[src/rtl/lut_cfg_ctrl_if.sv]
// Bundle between the bitstream loader, the LUT configuration sequencer and the LUTRAM write port.
// The loader side uses master; the sequencer uses slave.
interface lut_cfg_ctrl_if #(
    parameter int NUM_LUTS = 8,
    parameter int LUT_K    = 6,
    parameter int ID_W     = 3
);
    logic                  cfg_valid;
    logic                  cfg_ready;
    logic [ID_W-1:0]       cfg_lut_id;
    logic [2**LUT_K-1:0]   cfg_data;
    logic                  cfg_pause;
    logic [LUT_K-1:0]      lut_a;
    logic                  lut_d;
    logic [NUM_LUTS-1:0]   lut_we;
    logic                  cfg_busy;
    logic                  cfg_done;
    logic                  cfg_err;
    logic [NUM_LUTS-1:0]   lut_configured;

    modport master (
        output cfg_valid, cfg_lut_id, cfg_data, cfg_pause,
        input  cfg_ready, lut_a, lut_d, lut_we, cfg_busy, cfg_done, cfg_err, lut_configured
    );

    modport slave (
        input  cfg_valid, cfg_lut_id, cfg_data, cfg_pause,
        output cfg_ready, lut_a, lut_d, lut_we, cfg_busy, cfg_done, cfg_err, lut_configured
    );
endinterface

[src/rtl/lut_cfg_ctrl.sv]
// Loads one truth table per handshake into a bank of LUTRAMs, one bit per cycle,
// and keeps sticky per-LUT "fully loaded" flags. All outputs come straight from flops.
module lut_cfg_ctrl #(
    parameter int NUM_LUTS = 8,
    parameter int LUT_K    = 6,
    parameter int ID_W     = 3
) (
    input logic           clk,
    input logic           rst,
    lut_cfg_ctrl_if.slave cfg_bus
);
    localparam int DEPTH = 2**LUT_K;

    localparam logic [1:0] S_IDLE  = 2'd0;
    localparam logic [1:0] S_WRITE = 2'd1;
    localparam logic [1:0] S_DONE  = 2'd2;

    logic [1:0]          state_q, state_d;
    logic [LUT_K-1:0]    cnt_q, cnt_d;
    logic [DEPTH-1:0]    shadow_q, shadow_d;
    logic [ID_W-1:0]     id_q, id_d;
    logic [LUT_K-1:0]    a_q, a_d;
    logic                d_q, d_d;
    logic [NUM_LUTS-1:0] we_q, we_d;
    logic                ready_q, ready_d;
    logic                busy_q, busy_d;
    logic                done_q, done_d;
    logic                err_q, err_d;
    logic [NUM_LUTS-1:0] cfgd_q, cfgd_d;
    logic                id_ok;

    function automatic logic [NUM_LUTS-1:0] onehot(input logic [ID_W-1:0] id);
        logic [NUM_LUTS-1:0] v;
        v     = '0;
        v[id] = 1'b1;
        return v;
    endfunction

    assign id_ok = (32'(cfg_bus.cfg_lut_id) < 32'(NUM_LUTS));

    always_comb begin
        state_d  = state_q;
        cnt_d    = cnt_q;
        shadow_d = shadow_q;
        id_d     = id_q;
        a_d      = a_q;
        d_d      = d_q;
        we_d     = '0;
        done_d   = 1'b0;
        err_d    = 1'b0;
        cfgd_d   = cfgd_q;
        case (state_q)
            S_IDLE: begin
                if (cfg_bus.cfg_valid && ready_q) begin
                    if (id_ok) begin
                        // Address 0 is issued on the accepting edge, so the counter
                        // already points at the next address to write.
                        shadow_d                     = cfg_bus.cfg_data;
                        id_d                         = cfg_bus.cfg_lut_id;
                        cfgd_d[cfg_bus.cfg_lut_id]   = 1'b0;
                        a_d                          = '0;
                        d_d                          = cfg_bus.cfg_data[0];
                        we_d                         = onehot(cfg_bus.cfg_lut_id);
                        cnt_d                        = LUT_K'(1);
                        state_d                      = S_WRITE;
                    end else begin
                        err_d = 1'b1;
                    end
                end
            end
            S_WRITE: begin
                // Counter wrapped to zero: the last address has already been issued.
                if (cnt_q == '0) begin
                    state_d      = S_DONE;
                    done_d       = 1'b1;
                    cfgd_d[id_q] = 1'b1;
                end else if (!cfg_bus.cfg_pause) begin
                    a_d   = cnt_q;
                    d_d   = shadow_q[cnt_q];
                    we_d  = onehot(id_q);
                    cnt_d = cnt_q + LUT_K'(1);
                end
            end
            S_DONE: state_d = S_IDLE;
            default: state_d = S_IDLE;
        endcase
        ready_d = (state_d == S_IDLE);
        busy_d  = (state_d != S_IDLE);
    end

    always_ff @(posedge clk) begin
        if (rst) begin
            state_q  <= S_IDLE;
            cnt_q    <= '0;
            shadow_q <= '0;
            id_q     <= '0;
            a_q      <= '0;
            d_q      <= 1'b0;
            we_q     <= '0;
            ready_q  <= 1'b1;
            busy_q   <= 1'b0;
            done_q   <= 1'b0;
            err_q    <= 1'b0;
            cfgd_q   <= '0;
        end else begin
            state_q  <= state_d;
            cnt_q    <= cnt_d;
            shadow_q <= shadow_d;
            id_q     <= id_d;
            a_q      <= a_d;
            d_q      <= d_d;
            we_q     <= we_d;
            ready_q  <= ready_d;
            busy_q   <= busy_d;
            done_q   <= done_d;
            err_q    <= err_d;
            cfgd_q   <= cfgd_d;
        end
    end

    assign cfg_bus.cfg_ready      = ready_q;
    assign cfg_bus.lut_a          = a_q;
    assign cfg_bus.lut_d          = d_q;
    assign cfg_bus.lut_we         = we_q;
    assign cfg_bus.cfg_busy       = busy_q;
    assign cfg_bus.cfg_done       = done_q;
    assign cfg_bus.cfg_err        = err_q;
    assign cfg_bus.lut_configured = cfgd_q;
endmodule

[src/flat_wrapper.sv]
// flat-port wrapper written by rule: the top's interface ports become plain ports
module lut_cfg_ctrl_flat 
#(
    parameter int NUM_LUTS = 8,
    parameter int LUT_K    = 6,
    parameter int ID_W     = 3
)
  (clk, rst, cfg_bus_cfg_valid, cfg_bus_cfg_lut_id, cfg_bus_cfg_data, cfg_bus_cfg_pause, cfg_bus_cfg_ready, cfg_bus_lut_a, cfg_bus_lut_d, cfg_bus_lut_we, cfg_bus_cfg_busy, cfg_bus_cfg_done, cfg_bus_cfg_err, cfg_bus_lut_configured);
  lut_cfg_ctrl_if #(.NUM_LUTS(NUM_LUTS), .LUT_K(LUT_K), .ID_W(ID_W)) cfg_bus_i ();
  input logic clk;
  input logic rst;
  input wire logic [$bits(cfg_bus_i.cfg_valid)-1:0] cfg_bus_cfg_valid;
  input wire logic [$bits(cfg_bus_i.cfg_lut_id)-1:0] cfg_bus_cfg_lut_id;
  input wire logic [$bits(cfg_bus_i.cfg_data)-1:0] cfg_bus_cfg_data;
  input wire logic [$bits(cfg_bus_i.cfg_pause)-1:0] cfg_bus_cfg_pause;
  output wire logic [$bits(cfg_bus_i.cfg_ready)-1:0] cfg_bus_cfg_ready;
  output wire logic [$bits(cfg_bus_i.lut_a)-1:0] cfg_bus_lut_a;
  output wire logic [$bits(cfg_bus_i.lut_d)-1:0] cfg_bus_lut_d;
  output wire logic [$bits(cfg_bus_i.lut_we)-1:0] cfg_bus_lut_we;
  output wire logic [$bits(cfg_bus_i.cfg_busy)-1:0] cfg_bus_cfg_busy;
  output wire logic [$bits(cfg_bus_i.cfg_done)-1:0] cfg_bus_cfg_done;
  output wire logic [$bits(cfg_bus_i.cfg_err)-1:0] cfg_bus_cfg_err;
  output wire logic [$bits(cfg_bus_i.lut_configured)-1:0] cfg_bus_lut_configured;
  assign cfg_bus_i.cfg_valid = cfg_bus_cfg_valid;
  assign cfg_bus_i.cfg_lut_id = cfg_bus_cfg_lut_id;
  assign cfg_bus_i.cfg_data = cfg_bus_cfg_data;
  assign cfg_bus_i.cfg_pause = cfg_bus_cfg_pause;
  assign cfg_bus_cfg_ready = cfg_bus_i.cfg_ready;
  assign cfg_bus_lut_a = cfg_bus_i.lut_a;
  assign cfg_bus_lut_d = cfg_bus_i.lut_d;
  assign cfg_bus_lut_we = cfg_bus_i.lut_we;
  assign cfg_bus_cfg_busy = cfg_bus_i.cfg_busy;
  assign cfg_bus_cfg_done = cfg_bus_i.cfg_done;
  assign cfg_bus_cfg_err = cfg_bus_i.cfg_err;
  assign cfg_bus_lut_configured = cfg_bus_i.lut_configured;
  lut_cfg_ctrl #(.NUM_LUTS(NUM_LUTS), .LUT_K(LUT_K), .ID_W(ID_W)) u_core (.clk(clk), .rst(rst), .cfg_bus(cfg_bus_i));
endmodule
[config.mk]
export PLATFORM = sky130hd
export DESIGN_NAME = lut_cfg_ctrl_flat
export DESIGN_NICKNAME = d
export VERILOG_FILES = /design/src/rtl/lut_cfg_ctrl_if.sv /design/src/rtl/lut_cfg_ctrl.sv /design/src/flat_wrapper.sv
export SDC_FILE = /design/constraint.sdc
export NUM_CORES = 1
export LEC_CHECK = 0
export BUFFER_PORTS_ARGS = -buffer_cell sky130_fd_sc_hd__buf_2
export CELL_PAD_IN_SITES_DETAIL_PLACEMENT = 0
export CELL_PAD_IN_SITES_GLOBAL_PLACEMENT = 1
export CORE_MARGIN = 5
export CORE_UTILIZATION = 39
export DETAILED_ROUTE_END_ITERATION = 7
export GPL_TIMING_DRIVEN = 0
export PLACE_DENSITY_LB_ADDON = 0.1
export SETUP_SLACK_MARGIN = 0.2
export SYNTH_ARGS = -nofsm -noshare
export SYNTH_HDL_FRONTEND = slang
export SYNTH_SLANG_ARGS = --single-unit
[constraint.sdc]
create_clock -name clk -period 2.3 [get_ports clk]
set_input_delay 0.23 -clock clk [delete_from_list [all_inputs] [get_ports clk]]
set_output_delay 0.23 -clock clk [all_outputs]
set_load 0.01 [all_outputs]
==> key figures <==
Clock tree
  – Worst skew pair latency: 0.37 ns
  – Post-CTS setup buffer count: 0
  – Clock Root Buffer: clkbuf_8
  – Number of buffers created by CTS: 9
  – CTS tree: done
  – CTS clk-pin slew, worst paths: 0.09 ns
  – Cts hold-fix bufs: 0
  – H-tree level count: 3
  – Clock Sink Count: 101
  – Max Root-Sink Buffers: 2

Place
  – Setup WS pre-CTS: 0.120 ns
  – Post-detail-place hpwl: 8840 um
  – Placed cells: 759
  – PortBufs: 96
  – GPL Wtd Cong: 0.866

Critical path
  – FF-to-FF setup slack: 0.37 ns
  – Cell depth of the worst setup path: 10
  – Critical path endpoint category: register
  – Setup CP Type: register to register
  – CP max stage cell: dfxtp_4
  – Crit-path max cell delay: 0.40 ns
  – Worst Setup SP: u_core.cnt_q[0]
  – Crit path capture: u_core.cnt_q[3]
  – R2r worst-path depth: 10
  – Family with the most delay on the worst path: buffers and inverters
  – WP data required: 2.54 ns
  – Worst flop-to-flop path startpoint: u_core.cnt_q[0]
  – Buf+Inv Stages, Crit Path: 4
  – Crit path DAT: 2.17 ns
  – FF-to-FF End: u_core.cnt_q[3]
  – Critical path launch point type: register
  – CP cell instances: buf_6 -> buf_8 -> inv_1 -> ha_2 -> nand3_4 -> o21ai_1 -> buf_4 -> nor3_2 -> xnor2_1 -> nor3_1
  – Critical path peak fanout: 10

Die
  – Core ar.: 0.0108 mm^2
  – Initial core utilization: 39.8%
  – Row count: 38
  – Number of top-level pins: 98
  – Die ar.: 0.0132 mm^2
  – Die Height: 115 um
  – Die Wd: 115 um

Timing
  – Final setup viols: 0
  – Clk_skew: 0.0132 ns
  – RSZ-0062 raised after global routing: no
  – Setup TNS: 0 ns
  – Final Max Tran Viols: 0
  – Fin crit share: 83.7%
  – Hold slack: 0.0911 ns
  – Worst slew margin: 61.8%
  – Min setup slack post-route: 0.374 ns
  – F_max: 519 MHz
  – Slew @ Worst Pin: 0.572 ns
  – Crit path time final: 1.93 ns
  – Final hold violations: 0

Synthesis
  – Post-synth top area cell: dfxtp_1
  – Yosys Warn Count: 0
  – Main synth FF type: dfxtp_1
  – Post-Syn Nets: 596
  – Largest family of logic cells by synthesized area: simple AND/OR/NAND/NOR gates
  – Post-synthesis sequential area ratio: 47.1%
  – Synth async-reset ratio: 0%
  – Gate Count Post-Synth: 523
  – Post-synthesis mux area share: 8.04%
  – Synth cell count leaders: nand2_1, dfxtp_1, a21oi_1
  – Yosys top cell area share: 47.1%
  – Synth cell types: 42
  – Post-Synth Simple-Gate Area: 22.9%
  – Top cells by area, synth: dfxtp_1, nand2_1, a21oi_1, mux2i_1, a22oi_1
  – Syn avg cell area: 8.21 um^2
  – Count leader, synth: nand2_1
  – Post-Synth XOR/XNOR Area: 0.816%
  – Post-Synth Adder-Cell Area: 0.583%
  – Compound-cell area share of the yosys netlist: 15.3%
  – Post-synth EDFFs: 0
  – Cell Area, Synth: 0.00429 mm^2
  – Number of synthesized register bits: 101

Drt
  – DRT antenna net count: 0
  – Drt drc: 0
  – DR iter-0 viols: 141
  – Via count: 3,820
  – Total Wirelength: 11,400 um
  – Initial DRT Pass Iterations: 4
  – Via-per-instance ratio: 4.94
  – Wire per inst: 14.8 um

Layout
  – Layout area overhead: 21.2%
  – Fill count: 1,096
  – Post-route insts no fill: 774
  – Share of layout cells above drive strength 1: 21.8%
  – Post-layout net count: 703
  – ANT cells: 0

Pwr
  – Max IR drop VDD: 301 uV
  – Power Dens Cells: 725 mW/mm^2
  – Pwr Total: 3.77 mW
  – Leak Pwr: 2.03 nW

Global routing
  – Total grt overflow: 0
  – Initial antenna violation count: 0
  – Global-route wire length before repair: 18,400 um
  – Largest net degree at the start of global routing: 16
  – Vias in the first global route: 3,783
  – Total GRT Usage: 17.7%

Min path
  – Hold Path Stages: 3
  – Hold crit path type: input pin to register

Status
  – Status: finished clean

Job
  – Max-Cap Viols: 0
## power breakdown
group          internal [mW]  switching (mW)
logic                  0.218           0.338
registers               1.85          0.0610
clock network          0.718           0.586
## repair_timing
action                                  in CTS  in global routing
endpoints found under the setup margin      15                  4
resized for setup                            3                  4
hold endpoints to repair                     0                  0
## worst register-to-register path, stage by stage (launching register included)
cell and delay [ns]:
dfxtp_4 0.40, buf_6 0.18, buf_8 0.17, inv_1 0.08, ha_2 0.22, nand3_4 0.10
o21ai_1 0.10, buf_4 0.20, nor3_2 0.17, xnor2_1 0.13, nor3_1 0.05
## logic make-up (layout without fill, tap and decap cells)
group,count (synthesis),after routing
AND/OR/NAND/NOR,228,228
adder cells (fa/ha/maj),2,2
AO/OA/AOI/OAI,113,113
multiplexers,30,30
other,1,1
XOR/XNOR,4,4
buffers and inverters,44,155
flip-flops,101,101
## per-layer routing
layer	GRT usage, %	vias to the layer above	part of all wire (%)
li1	-	1984	-
met3	4.00	12	5.2
met5	0	-	0
met1	23.2	1737	46
met4	5.32	0	1.2
met2	29.2	87	48
## layout by cell type (no fill, tap or decap), types with 3 or more instances in the layout
cell	synthesis	final
nor2_1	28	28
dfxtp_1	101	100
nand4_1	4	4
nor2b_1	6	6
mux2i_1	27	27
a22oi_1	15	15
a211oi_1	4	3
nand2b_1	5	5
buf_4	5	6
buf_6	4	3
buf_1	7	7
xnor2_1	3	3
a21oi_1	83	83
nor3_1	9	9
inv_1	6	6
nand3_1	12	12
bufinv_16	0	3
clkbuf_8	0	9
nand2_1	150	150
clkbuf_1	16	18
or2_2	3	3
buf_2	6	101
## worst min-delay path by stage
stage	start	endpoint	slack, ns
final	cfg_bus_cfg_data[10]	u_core.shadow_q[10]	0.09
after global routing	cfg_bus_cfg_data[50]	u_core.shadow_q[50]	0.08
after CTS	cfg_bus_cfg_data[48]	u_core.shadow_q[48]	0.08
after detailed placement	u_core.shadow_q[44]	u_core.shadow_q[44]	0.45
after global placement	u_core.shadow_q[59]	u_core.shadow_q[59]	0.44
after floorplan	cfg_bus_cfg_data[0]	u_core.shadow_q[0]	0.37
## final cells by class
cell class | count | area, um^2 | share of cell area (%)
clock inverter | 4 | 97.6 | 1.88
timing repair buffer | 96 | 480 | 9.24
inverter | 6 | 22.5 | 0.433
clock buffer | 11 | 131 | 2.53
sequential | 101 | 2030 | 38.9
multi-input combinational | 378 | 2060 | 39.7
buffer | 38 | 205 | 3.94
tap | 140 | 175 | 3.37
## registers in the layout (all words and copies together) (netlist names)
name / cells
u_core.shadow_q: 64
u_core.cfg_bus.lut_we: 8
u_core.cfg_bus.lut_d: 1
u_core.cfg_bus.cfg_busy: 1
u_core.cfg_bus.cfg_done: 1
u_core.cfg_bus.cfg_ready: 1
u_core.cfg_bus.lut_configured: 8
u_core.cfg_bus.lut_a: 6
u_core.state_q: 2
u_core.id_q: 3
u_core.cnt_q: 6
## per-stage QoR
step / area [um^2] / util [%]
finish: 5200 / 48.2
global route: 5200 / 48.2
CTS: 5190 / 48.1
detailed placement: 4950 / 45.8
global placement: 4950 / 45.8
floorplan: 4290 / -
Power figures use the tool's default switching activity.
